<file path="config.mk">
export PLATFORM = sky130hd
export DESIGN_NAME = if_id_queue_flat
export DESIGN_NICKNAME = d
export VERILOG_FILES = /design/src/rtl/if_id_queue_if.sv /design/src/rtl/if_id_queue.sv /design/src/flat_wrapper.sv
export SDC_FILE = /design/constraint.sdc
export NUM_CORES = 1
export LEC_CHECK = 0
export CORE_MARGIN = 5
export CORE_UTILIZATION = 39
export DETAILED_ROUTE_END_ITERATION = 10
export PLACE_DENSITY_LB_ADDON = 0.3
export RECOVER_POWER = 100
export SETUP_SLACK_MARGIN = 0.3
export SYNTH_ARGS = -nofsm -noshare
export SYNTH_HDL_FRONTEND = slang
export SYNTH_SLANG_ARGS = --single-unit
</file>
<file path="constraint.sdc">
create_clock -name clk -period 3.7 [get_ports clk]
set_input_delay 0.555 -clock clk [delete_from_list [all_inputs] [get_ports clk]]
set_output_delay 0.555 -clock clk [all_outputs]
set_load 0.005 [all_outputs]
</file>
<file path="src/rtl/if_id_queue_if.sv">
// IF->ID queue handshake bundle: fetch-side push channel, decode-side head channel, flush.
interface if_id_queue_if #(
  parameter int unsigned XLEN = 32
);
  // Fetch side
  logic            if_valid_i;
  logic [XLEN-1:0] if_pc_i;
  logic [31:0]     if_inst_i;
  logic            if_ready_o;
  // Decode side
  logic            id_valid_o;
  logic [XLEN-1:0] id_pc_o;
  logic [31:0]     id_inst_o;
  logic            id_stall_i;
  // Control flow redirect
  logic            jump_i;

  // Environment view: drives fetch data, stall and jump; observes the queue outputs.
  modport master (
    output if_valid_i, if_pc_i, if_inst_i, id_stall_i, jump_i,
    input  if_ready_o, id_valid_o, id_pc_o, id_inst_o
  );

  // Queue view.
  modport slave (
    input  if_valid_i, if_pc_i, if_inst_i, id_stall_i, jump_i,
    output if_ready_o, id_valid_o, id_pc_o, id_inst_o
  );
endinterface

</file>
<file path="src/rtl/if_id_queue.sv">
// IF->ID decoupling queue: DEPTH-entry FIFO of {pc, inst} with valid/ready on both
// sides, decode stall and whole-queue flush on jump. All queue outputs are registered;
// the head registers are loaded from next-state values so decode sees a new entry
// one cycle after it is pushed into an empty queue.
module if_id_queue #(
  parameter int unsigned XLEN        = 32,
  parameter int unsigned DEPTH       = 4,
  parameter logic [31:0] BUBBLE_INST = 32'h0
) (
  input  logic                           clk,
  input  logic                           rst,
  if_id_queue_if.slave                   q,
  output logic [$clog2(DEPTH+1)-1:0]     count_o,
  output logic [15:0]                    flush_cnt_o
);

  localparam int unsigned PTR_W = $clog2(DEPTH);
  localparam int unsigned CNT_W = $clog2(DEPTH + 1);
  localparam int unsigned FCNT_W = 16;

  // Storage (never reset; only entries below count are ever presented)
  logic [XLEN-1:0]  pc_mem   [DEPTH];
  logic [31:0]      inst_mem [DEPTH];

  // State
  logic [PTR_W-1:0]  wr_ptr;
  logic [PTR_W-1:0]  rd_ptr;
  logic [CNT_W-1:0]  count;
  logic [FCNT_W-1:0] flush_cnt;
  logic              if_ready_q;
  logic              id_valid_q;
  logic [XLEN-1:0]   id_pc_q;
  logic [31:0]       id_inst_q;

  // Next-state
  logic              push;
  logic              pop;
  logic [PTR_W-1:0]  wr_ptr_nxt;
  logic [PTR_W-1:0]  rd_ptr_nxt;
  logic [CNT_W-1:0]  count_nxt;
  logic [FCNT_W-1:0] flush_cnt_nxt;
  logic [XLEN-1:0]   head_pc_nxt;
  logic [31:0]       head_inst_nxt;

  // Handshake qualification; a jump cancels both sides in the same cycle.
  always_comb begin
    push = q.if_valid_i & if_ready_q & ~q.jump_i;
    pop  = id_valid_q & ~q.id_stall_i & ~q.jump_i;
  end

  // Pointer, occupancy and flush-counter next state.
  always_comb begin
    wr_ptr_nxt    = wr_ptr;
    rd_ptr_nxt    = rd_ptr;
    count_nxt     = count;
    flush_cnt_nxt = flush_cnt;
    if (q.jump_i) begin
      wr_ptr_nxt = '0;
      rd_ptr_nxt = '0;
      count_nxt  = '0;
      if ((count != '0) && (flush_cnt != {FCNT_W{1'b1}})) begin
        flush_cnt_nxt = flush_cnt + FCNT_W'(1);
      end
    end else begin
      if (push) begin
        wr_ptr_nxt = wr_ptr + PTR_W'(1);
      end
      if (pop) begin
        rd_ptr_nxt = rd_ptr + PTR_W'(1);
      end
      case ({push, pop})
        2'b10:   count_nxt = count + CNT_W'(1);
        2'b01:   count_nxt = count - CNT_W'(1);
        default: count_nxt = count;
      endcase
    end
  end

  // Next head entry: the slot being written this cycle only becomes the head when
  // the queue drains to empty before the push, so forward the incoming pair then.
  always_comb begin
    head_pc_nxt   = '0;
    head_inst_nxt = BUBBLE_INST;
    if (count_nxt != '0) begin
      if (push && (wr_ptr == rd_ptr_nxt)) begin
        head_pc_nxt   = q.if_pc_i;
        head_inst_nxt = q.if_inst_i;
      end else begin
        head_pc_nxt   = pc_mem[rd_ptr_nxt];
        head_inst_nxt = inst_mem[rd_ptr_nxt];
      end
    end
  end

  // Entry storage write.
  always_ff @(posedge clk) begin
    if (!rst && push) begin
      pc_mem[wr_ptr]   <= q.if_pc_i;
      inst_mem[wr_ptr] <= q.if_inst_i;
    end
  end

  // Control state and registered outputs; reset wins over jump and handshakes.
  always_ff @(posedge clk) begin
    if (rst) begin
      wr_ptr     <= '0;
      rd_ptr     <= '0;
      count      <= '0;
      flush_cnt  <= '0;
      if_ready_q <= 1'b1;
      id_valid_q <= 1'b0;
      id_pc_q    <= '0;
      id_inst_q  <= BUBBLE_INST;
    end else begin
      wr_ptr     <= wr_ptr_nxt;
      rd_ptr     <= rd_ptr_nxt;
      count      <= count_nxt;
      flush_cnt  <= flush_cnt_nxt;
      if_ready_q <= (count_nxt != CNT_W'(DEPTH));
      id_valid_q <= (count_nxt != '0);
      id_pc_q    <= head_pc_nxt;
      id_inst_q  <= head_inst_nxt;
    end
  end

  // Output drive.
  always_comb begin
    q.if_ready_o = if_ready_q;
    q.id_valid_o = id_valid_q;
    q.id_pc_o    = id_pc_q;
    q.id_inst_o  = id_inst_q;
    count_o      = count;
    flush_cnt_o  = flush_cnt;
  end

endmodule

</file>
<file path="src/flat_wrapper.sv">
// flat-port wrapper written by rule: the top's interface ports become plain ports
module if_id_queue_flat 
#(
  parameter int unsigned XLEN        = 32,
  parameter int unsigned DEPTH       = 4,
  parameter logic [31:0] BUBBLE_INST = 32'h0
)
  (clk, rst, count_o, flush_cnt_o, q_if_valid_i, q_if_pc_i, q_if_inst_i, q_id_stall_i, q_jump_i, q_if_ready_o, q_id_valid_o, q_id_pc_o, q_id_inst_o);
  if_id_queue_if #(.XLEN(XLEN)) q_i ();
  input  logic clk;
  input  logic rst;
  output logic [$clog2(DEPTH+1)-1:0] count_o;
  output logic [15:0] flush_cnt_o;
  input wire logic [$bits(q_i.if_valid_i)-1:0] q_if_valid_i;
  input wire logic [$bits(q_i.if_pc_i)-1:0] q_if_pc_i;
  input wire logic [$bits(q_i.if_inst_i)-1:0] q_if_inst_i;
  input wire logic [$bits(q_i.id_stall_i)-1:0] q_id_stall_i;
  input wire logic [$bits(q_i.jump_i)-1:0] q_jump_i;
  output wire logic [$bits(q_i.if_ready_o)-1:0] q_if_ready_o;
  output wire logic [$bits(q_i.id_valid_o)-1:0] q_id_valid_o;
  output wire logic [$bits(q_i.id_pc_o)-1:0] q_id_pc_o;
  output wire logic [$bits(q_i.id_inst_o)-1:0] q_id_inst_o;
  assign q_i.if_valid_i = q_if_valid_i;
  assign q_i.if_pc_i = q_if_pc_i;
  assign q_i.if_inst_i = q_if_inst_i;
  assign q_i.id_stall_i = q_id_stall_i;
  assign q_i.jump_i = q_jump_i;
  assign q_if_ready_o = q_i.if_ready_o;
  assign q_id_valid_o = q_i.id_valid_o;
  assign q_id_pc_o = q_i.id_pc_o;
  assign q_id_inst_o = q_i.id_inst_o;
  if_id_queue #(.XLEN(XLEN), .DEPTH(DEPTH), .BUBBLE_INST(BUBBLE_INST)) u_core (.clk(clk), .rst(rst), .q(q_i), .count_o(count_o), .flush_cnt_o(flush_cnt_o));
endmodule
</file>
# Word level (Yosys, flattened, before mapping)
# Memories as Yosys holds them, arrays and structs flattened. A register that Yosys moved wholly into a read port is not among the register bits.
# Cells that the tools add are included.
[word_totals]
ff_bits = 25
mem_bits_rw = 256
inputBits = 69
output_inout_bits = 85
mem_count = 2
[memory_table]
columns = ["name", "words", "width", "read_ports", "rd_clocked_by_memory_dff", "wr", "line", "source"]
rows = [
  ["u_core.inst_mem", 4, 32, 1, 1, 1, "if_id_queue.sv:23", "logic [31:0] inst_mem [DEPTH];"],
  ["u_core.pc_mem", 4, 32, 1, 1, 1, "if_id_queue.sv:22", "logic [XLEN-1:0] pc_mem [DEPTH];"],
]
[classes]
add_sub_neg = 5
eq_ne = 4
mux = 6
n_bitwise = 7
n_reduce_logical = 8
[op_table]
columns = ["op", "count"]
rows = [
  ["$add A16 B1 Y16 const B", 1],
  ["$ne A16 B16 Y1 const B", 1],
  ["$pmux W3 S2", 1],
  ["$reduce_bool A3 Y1", 2],
  ["$add A2 B1 Y2 const B", 2],
  ["$and A1 B1 Y1", 4],
  ["$mux W2", 2],
  ["$reduce_or A2 Y1", 2],
  ["$add A3 B1 Y3 const B", 1],
  ["$mux W3", 1],
  ["$ne A3 B3 Y1 const B", 1],
  ["$not A1 Y1", 3],
  ["$sub A3 B1 Y3 const B", 1],
  ["$eq A2 B1 Y1 const B", 1],
  ["$eq A2 B2 Y1 const B", 1],
  ["$logic_and A1 B1 Y1", 2],
  ["$mux W1", 2],
  ["$reduce_and A2 Y1", 1],
  ["$logic_not A1 Y1", 1],
]

# Longest topological paths before layout
# Gate-level depths: netlist (run 1).
[depth]
depth_word = 9
depth_mapped = 11

# Least setup slack after synthesis (run 1)
# OpenSTA, ideal clock, no wires.
[synth_timing]
path_type = "input to register"
startpoint = "input q_jump_i"
endpoint = "memory u_core.inst_mem[0][0] (enable)"
setup_time_ps = 429
t_arrival_ps = 2770
required_time_ps = 3271
path_slack_ps = 501
path_stages = 5
path_buffers = 2
cell_sequence = "buf_2 > or2_1 > buf_2 > nor2_1 > and2_1"
[synth_via]
elab_chain_len = 5
[synth_rtl]
columns = ["element", "line", "source"]
rows = [
  ["from (decl)", "flat_wrapper.sv:18", "input wire logic [$bits(q_i.jump_i)-1:0] q_jump_i;"],
  ["$not A1 Y1", "if_id_queue.sv:47", "push = q.if_valid_i & if_ready_q & ~q.jump_i;"],
  ["$and A1 B1 Y1", "if_id_queue.sv:47", ""],
  ["$logic_and A1 B1 Y1", "if_id_queue.sv:97", "if (!rst && push) begin"],
  ["$mux W1", "if_id_queue.sv:97", ""],
  ["$mux W1 (not written as such)", "if_id_queue.sv:99", "inst_mem[wr_ptr] <= q.if_inst_i;"],
  ["to (decl)", "if_id_queue.sv:23", ""],
]
# Every way passes these cells.

# Final worst setup path (run 1)
[layout_timing]
startpoint = "input q_jump_i"
endpoint = "register u_core.id_inst_q[5] (netlist: u_core.q.id_inst_o[5]), read port of u_core.inst_mem"
[layout_via]
elab_chain_len = 8
[layout_rtl]
columns = ["element", "line", "source"]
rows = [
  ["$not A1 Y1", "if_id_queue.sv:47, if_id_queue.sv:48", ""],
  ["$and A1 B1 Y1, on equally long branches", "if_id_queue.sv:48, if_id_queue.sv:47", ""],
  ["$eq A2 B1 Y1 / $eq A2 B2 Y1 (equally long branches)", "if_id_queue.sv:71", "case ({push, pop})"],
  ["$pmux W3 S2", "if_id_queue.sv:71", ""],
  ["$mux W3", "if_id_queue.sv:57", "if (q.jump_i) begin"],
  ["$reduce_bool A3 Y1", "if_id_queue.sv:84", "if (count_nxt != '0) begin"],
  ["$not A1 Y1 (no line)", "--", ""],
  ["$reduce_or A2 Y1 (no line)", "--", ""],
  ["to (decl)", "if_id_queue.sv:33", "logic [31:0] id_inst_q;"],
]
# Several ways; a longest one is shown, not always the timed one.
# A chain may end at the register's enable or synchronous reset.

==> metrics, run 1 <==
drt wl/cell ~19 um; Root Driver clkbuf_16; Worst setup SP type input pin; CTS buffer count 37; Max clock buf depth 3; post-route setup slack 0.502 ns; crit path launch q_jump_i; 1st-pass router iterations 5; EDFF count, synth between 200 and 300; area of the core 32500 um^2; die width approximately 190 um; CTS tree done; Critical R2R Capture u_core.q.id_inst_o[5]; synth-to-layout area growth 24.5%; status finished, final reports clean; Hold WC Path Type reg -> reg; top_reg_cell synth edfxtp_1; Nets ~1200; FILL cells 2881; I/O pin total around 150; r2r setup slk around 0.78 ns; GR Util All Layers between 10% and 20%; setup bufs post-CTS 0; syn_nets 1057; yosys warns 0; dpl cells 1533; cts repair resizes 0; Sink Count 345; GP Congestion 0.737; Setup CP Type in -> reg; Die Y around 190 um; Storage cell area 9470 um^2; First DRT Iteration DRCs about 570; Die ar. 36800 um^2; Critical Path AT ~3.6 ns; CP max FO between 60 and 70; register area share after synthesis about three quarters; final setup TNS 0 ns; dpl hpwl between 15000 and 20000 um; fmax 0.313 GHz; first-pass GRT wire length between 40000 and 50000 um; Cells after Synth about 980; initial core utilization between 30% and 40%; Clk Latency, worst-skew pair about 0.50 ns; power per cell area 491 nW/um^2; CP required approximately 4.1 ns; clk_skew about 0.010 ns; worst flop-to-flop path startpoint u_core.q.if_ready_o; ys async rst share 0%; initial antenna violation count 6; post-synthesis sequential element count 345; Tmin final 3.20 ns; vias in the first global route roughly 8300; slew margin rel. about a fifth; hold buffer count at CTS 0; vias per cell approximately 5.1; final worst-path cycle share 86.4%; grt total ovfl 0; Detail Route Antenna Nets 0; max-cap violations 0; Site Rows 66; area occupied by multi-input gates approximately 3100 um^2; Avg Cell Area, Syn between 10 and 15 um^2; DRT Wirelength approximately 30000 um; synth unique cells 34; DRC 0; fraction of layout cells with a size suffix above 1 around 6.6%; VDD IR-drop max approximately 0.34 mV; crit path to u_core.q.id_inst_o[5]; Leak 5.92 nW; worst r2r path cells 10; clock slew at reported path FFs 0.06 ns; Post-Place Worst Slack between 0.2 and 0.25 ns; DR vias 8220; CTS H-tree lvls 2; Worst Tran Pin Value 1.19 ns; final count of hold timing violations 0; cell area after synthesis between 10000 and 15000 um^2; largest net degree at the start of global routing 103; I/O Buffers approximately 150; RSZ-0062 raised after global routing no; Setup crit end kind flop; Non-Filler Instances about 1600; endpoints failing setup 0; Slew Limit Fails 0
==> cells in the mapped netlist (4+ instances only) <==
cell,number,area [um^2]
buf_2,36,180
o21ai_0,4,20.0
xor2_1,12,105
edfxtp_1,256,7690
a21oi_1,197,986
nand4_1,5,31.3
dfxtp_1,89,1780
clkbuf_1,25,93.8
buf_4,4,30.0
and3_1,5,31.3
and2_1,4,25.0
nand2_1,200,751
nand3_1,11,55.1
ha_1,6,75.1
a221o_1,64,641
nor2_1,29,109
xnor2_1,8,70.1
==> placed cells by master (no fill, tap or decap), types with 2 or more instances in the layout <==
cell type | netlist | routed
clkdlybuf4s50_1 | 0 | 3
inv_1 | 3 | 3
nor3_1 | 2 | 2
nand3_1 | 11 | 11
a21oi_1 | 197 | 197
nor2b_1 | 3 | 3
buf_12 | 0 | 9
mux2i_4 | 1 | 2
and3_1 | 5 | 4
o21ai_0 | 4 | 4
ha_1 | 6 | 6
nand2_1 | 200 | 200
a221o_1 | 64 | 64
or3_1 | 3 | 3
dlygate4sd3_1 | 0 | 150
clkbuf_16 | 0 | 37
clkinv_2 | 0 | 6
and2_4 | 0 | 2
nor2_4 | 0 | 2
nor2_1 | 29 | 27
clkbuf_1 | 25 | 15
edfxtp_1 | 256 | 256
dfxtp_1 | 89 | 89
clkinv_1 | 0 | 7
clkbuf_2 | 0 | 4
xor2_1 | 12 | 12
nand4_1 | 5 | 5
mux2i_1 | 3 | 2
xnor2_1 | 8 | 8
buf_4 | 4 | 7
==> sequential cells by signal, indices dropped and copies added, names as in the netlist <==
| signal | flops |
|---|---|
| u_core.q.if_ready_o | 1 |
| u_core.q.id_inst_o | 32 |
| u_core.count_o | 3 |
| u_core.rd_ptr | 2 |
| u_core.pc_mem | 128 |
| u_core.q.id_valid_o | 1 |
| u_core.wr_ptr | 2 |
| u_core.q.id_pc_o | 32 |
| u_core.flush_cnt_o | 16 |
| u_core.inst_mem | 128 |
==> critical path, cell delays in order <==
cell           delay [ns]
dlygate4sd3_1        0.56
clkbuf_1             0.39
nor2b_1              0.11
ha_1                 0.24
fa_1                 0.38
xnor2_1              0.16
or3_1                0.31
a21oi_1              0.33
nor2_4               0.07
buf_6                0.30
a21oi_1              0.22
==> cell families (layout without fill, tap and decap cells) <==
family / count (synthesis) / count (layout) / synth area share, %
mux: 5 / 5 / 0.495
flops: 345 / 345 / 73.5
fa+ha+maj: 7 / 7 / 0.738
other cells: 0 / 1 / 0
xor+xnor: 20 / 20 / 1.36
buf+inv: 70 / 244 / 2.56
compound gates: 266 / 266 / 12.8
simple gates: 268 / 268 / 8.50
==> power breakdown <==
group / leakage [nW] / total (W) / internal, W / switching [W]
Clock: 0.526 / 0.00332 / 0.00193 / 0.00140
Sequential: 3.03 / 0.00422 / 0.00420 / 0.0000164
Combinational: 2.36 / 0.000325 / 0.000145 / 0.000180
==> final cells by class <==
cell class | count | share of cell area (%)
Timing Repair Buffer | 177 | 11.3
Sequential cell | 345 | 59.0
Tap cell | 442 | 3.45
Inverter | 3 | 0.0702
Clock buffer | 50 | 6.14
Antenna cell | 1 | 0.0156
Multi-Input combinational cell | 566 | 19.5
Clock inverter | 14 | 0.538
==> routing by layer <==
layer	GRT usage, %	up-vias	part of all wire, %
met3	3.31	58	6.3
met5	0	-	0.19
li1	-	3911	-
met1	22.1	4024	43
met2	26.4	219	48
met4	4.86	8	2.3
==> through the flow <==
stage	hold slack [ns]	util, %	instance area, um^2	total power [W]
floorplan	0.469	-	12900	0.00444
global placement	0.498	46.3	15100	0.00466
detailed placement	0.503	46.3	15100	0.00466
CTS	0.516	49.6	16100	0.00798
global route	0.549	49.3	16000	0.00816
finish	0.512	49.3	16000	0.00787
==> how the worst min path moves through the flow <==
stage	startpoint	slack, ns	depth (start not counted)	end
3_5_place_dp	u_core.wr_ptr[1]	0.50	2	u_core.wr_ptr[1]
4_1_cts	u_core.wr_ptr[1]	0.52	2	u_core.wr_ptr[1]
3_3_place_gp	u_core.wr_ptr[1]	0.50	2	u_core.wr_ptr[1]
2_1_floorplan	u_core.wr_ptr[1]	0.47	2	u_core.wr_ptr[1]
6_report	u_core.wr_ptr[1]	0.51	2	u_core.wr_ptr[1]
5_1_grt	u_core.wr_ptr[1]	0.55	2	u_core.wr_ptr[1]
Note: power is estimated with default switching activity, not from simulation.
==> run 2: changes to the inputs <==
ABC_CLOCK_PERIOD_IN_PS = 3700   (was default)
CAP_MARGIN = 15   (was default)
DONT_BUFFER_PORTS = 1   (was default)
==> metrics, run 2 (synthesized netlist as in run 1, its figures left out) <==
vias per cell 5.32 (+3.5%); Clk Latency, worst-skew pair 0.51 ns (about the same); VDD IR-drop max 0.422 mV (+25%); Critical Path AT 3.41 ns (-0.21 ns); Leak 5.10 nW (-14%); final count of hold timing violations 0 (unchanged); GP Congestion 0.755 (+2.5%); Worst setup SP type flop; Setup crit end kind flop; fraction of layout cells with a size suffix above 1 7.65% (+1.1 points); Root Driver clkbuf_16; grt total ovfl 0 (unchanged); setup bufs post-CTS 0 (unchanged); Detail Route Antenna Nets 0 (unchanged); worst flop-to-flop path startpoint u_core.q.if_ready_o; slew margin rel. -24.5% (-45 points); Tmin final 3.03 ns (-0.170 ns); cts repair resizes 0 (unchanged); FILL cells 2955 (+2.6%); I/O pin total 154 (unchanged); first-pass GRT wire length 44300 um (-6.0%); Hold WC Path Type in -> reg; Setup CP Type reg -> reg; DRT Wirelength 28800 um (-4.0%); initial core utilization 39.6% (unchanged); failing checks capacitance limit, slew limit; final worst-path cycle share 81.8% (-4.6 points); 1st-pass router iterations 5 (unchanged); vias in the first global route 7461 (-9.7%); most frequent cells in the layout edfxtp_1 (256), nand2_1 (200), a21oi_1 (197); sink of the worst hold path u_core.flush_cnt_o[2]; area of the core 32500 um^2 (unchanged); Slew Limit Fails 120 (+120); endpoints failing setup 0 (unchanged); power per cell area 556 nW/um^2 (+13%); largest net degree at the start of global routing 129 (+25%); commonest non-fill, non-tap cell in the layout edfxtp_1; GR Util All Layers 15.5% (-0.74 points); hold buffer count at CTS 0 (unchanged); # diodes 0 (-1); First DRT Iteration DRCs 451 (-20%); final setup TNS 0 ns (unchanged); clk_skew 0.0179 ns (+0.00766 ns); crit path launch u_core.q.if_ready_o; r2r setup slk 0.67 ns (-0.11 ns); CP required 4.09 ns (-0.03 ns); clock slew at reported path FFs 0.06 ns (about the same); min-delay src rst; CP max FO 42 (-35%); WHS Path Cells 1 (-1); Die Y 192 um (unchanged); CTS buffer count 38 (+2.7%); RSZ-0062 raised after global routing no; status finished with violations; Nets 1041 (-14%); Top Registers u_core.inst_mem: 128 flops, u_core.pc_mem: 128 flops; Sink Count 345 (unchanged); DRC 0 (unchanged); post-route setup slack 0.672 ns (+0.170 ns); fmax 0.330 GHz (+5.6%); max-cap violations 4 (+4); Site Rows 66 (unchanged); Post-Place Worst Slack 0.475 ns (+0.240 ns); Max clock buf depth 3 (unchanged); Worst Tran Pin Value 1.87 ns (+0.682 ns); worst r2r path cells 10 (unchanged); Critical R2R Capture u_core.q.id_pc_o[4]; CTS tree done; CTS H-tree lvls 2 (unchanged); Die ar. 36800 um^2 (unchanged); I/O Buffers 0 (-100%); dpl hpwl 15000 um (-12%); drt wl/cell 20.1 um (+6.9%); die width 192 um (unchanged); DR vias 7639 (-7.1%); initial antenna violation count 0 (-6); synth-to-layout area growth 13.1%
==> run 2: cell types whose count changed in the layout (fill, tap and decap cells not counted), sizes merged <==
| cell | change |
|---|---|
| buf | -7 |
| bufinv | +3 |
| inv | +1 |
| dlygate4sd3 | -150 |
| clkbuf | -6 |
| clkdlybuf4s50 | -3 |
| diode | -1 |
==> run 2: critical path, stage by stage, from the launching register on <==
cell and delay, ns:
dfxtp_1 0.37, nand2_1 0.13, or2_2 0.30, ha_1 0.24
fa_1 0.39, xnor2_1 0.14, o21ai_0 0.16, a21oi_1 0.16
nor2_4 0.59, buf_12 0.33, a21oi_1 0.08
==> run 2: layer usage <==
metal | vias up | track usage, % | routed length, um | share of wire (%)
met5 | - | 0 | 0 | 0
met4 | 0 | 4.70 | 600 | 2.1
met2 | 218 | 25.8 | 13900 | 48
li1 | 3585 | - | - | -
met1 | 3792 | 20.2 | 12300 | 43
met3 | 44 | 3.67 | 2060 | 7.1
==> run 2: stage by stage <==
stage	power [W]	hold WS (ns)	util, %	cell area (um^2)	std cells
final	0.00810	0.122	44.8	14600	1435
after global routing	0.00842	0.0957	44.8	14600	1435
after CTS	0.00821	0.0915	44.8	14600	1435
after detailed placement	0.00450	0.496	41.0	13300	1367
after global placement	0.00450	0.495	41.0	13300	1367
after floorplan	0.00444	0.469	-	12900	981
==> run 2: power breakdown <==
part	switching [W]	internal, W	total (W)
registers	0.0000220	0.00421	0.00423
clock network	0.00143	0.00226	0.00369
logic	0.000112	0.0000697	0.000182
==> run 2: how the worst max path moves through the flow <==
stage,cells past startpoint,endpoint
detailed placement,10,u_core.q.id_pc_o[4]
global route,10,u_core.q.id_pc_o[4]
CTS,10,u_core.q.id_inst_o[7]
finish,10,u_core.q.id_pc_o[4]
floorplan,5,u_core.inst_mem[0][0]
global placement,10,u_core.q.id_pc_o[5]
==> run 2: layout make-up <==
type	instances	area (um^2)	area share, %
Timing Repair Buffer	11	180	1.24
Multi-Input combinational cell	566	3120	21.4
Tap cell	442	553	3.79
Clock inverter	18	208	1.42
Clock buffer	50	1040	7.11
Sequential cell	345	9470	65.0
Inverter	3	11.3	0.0772
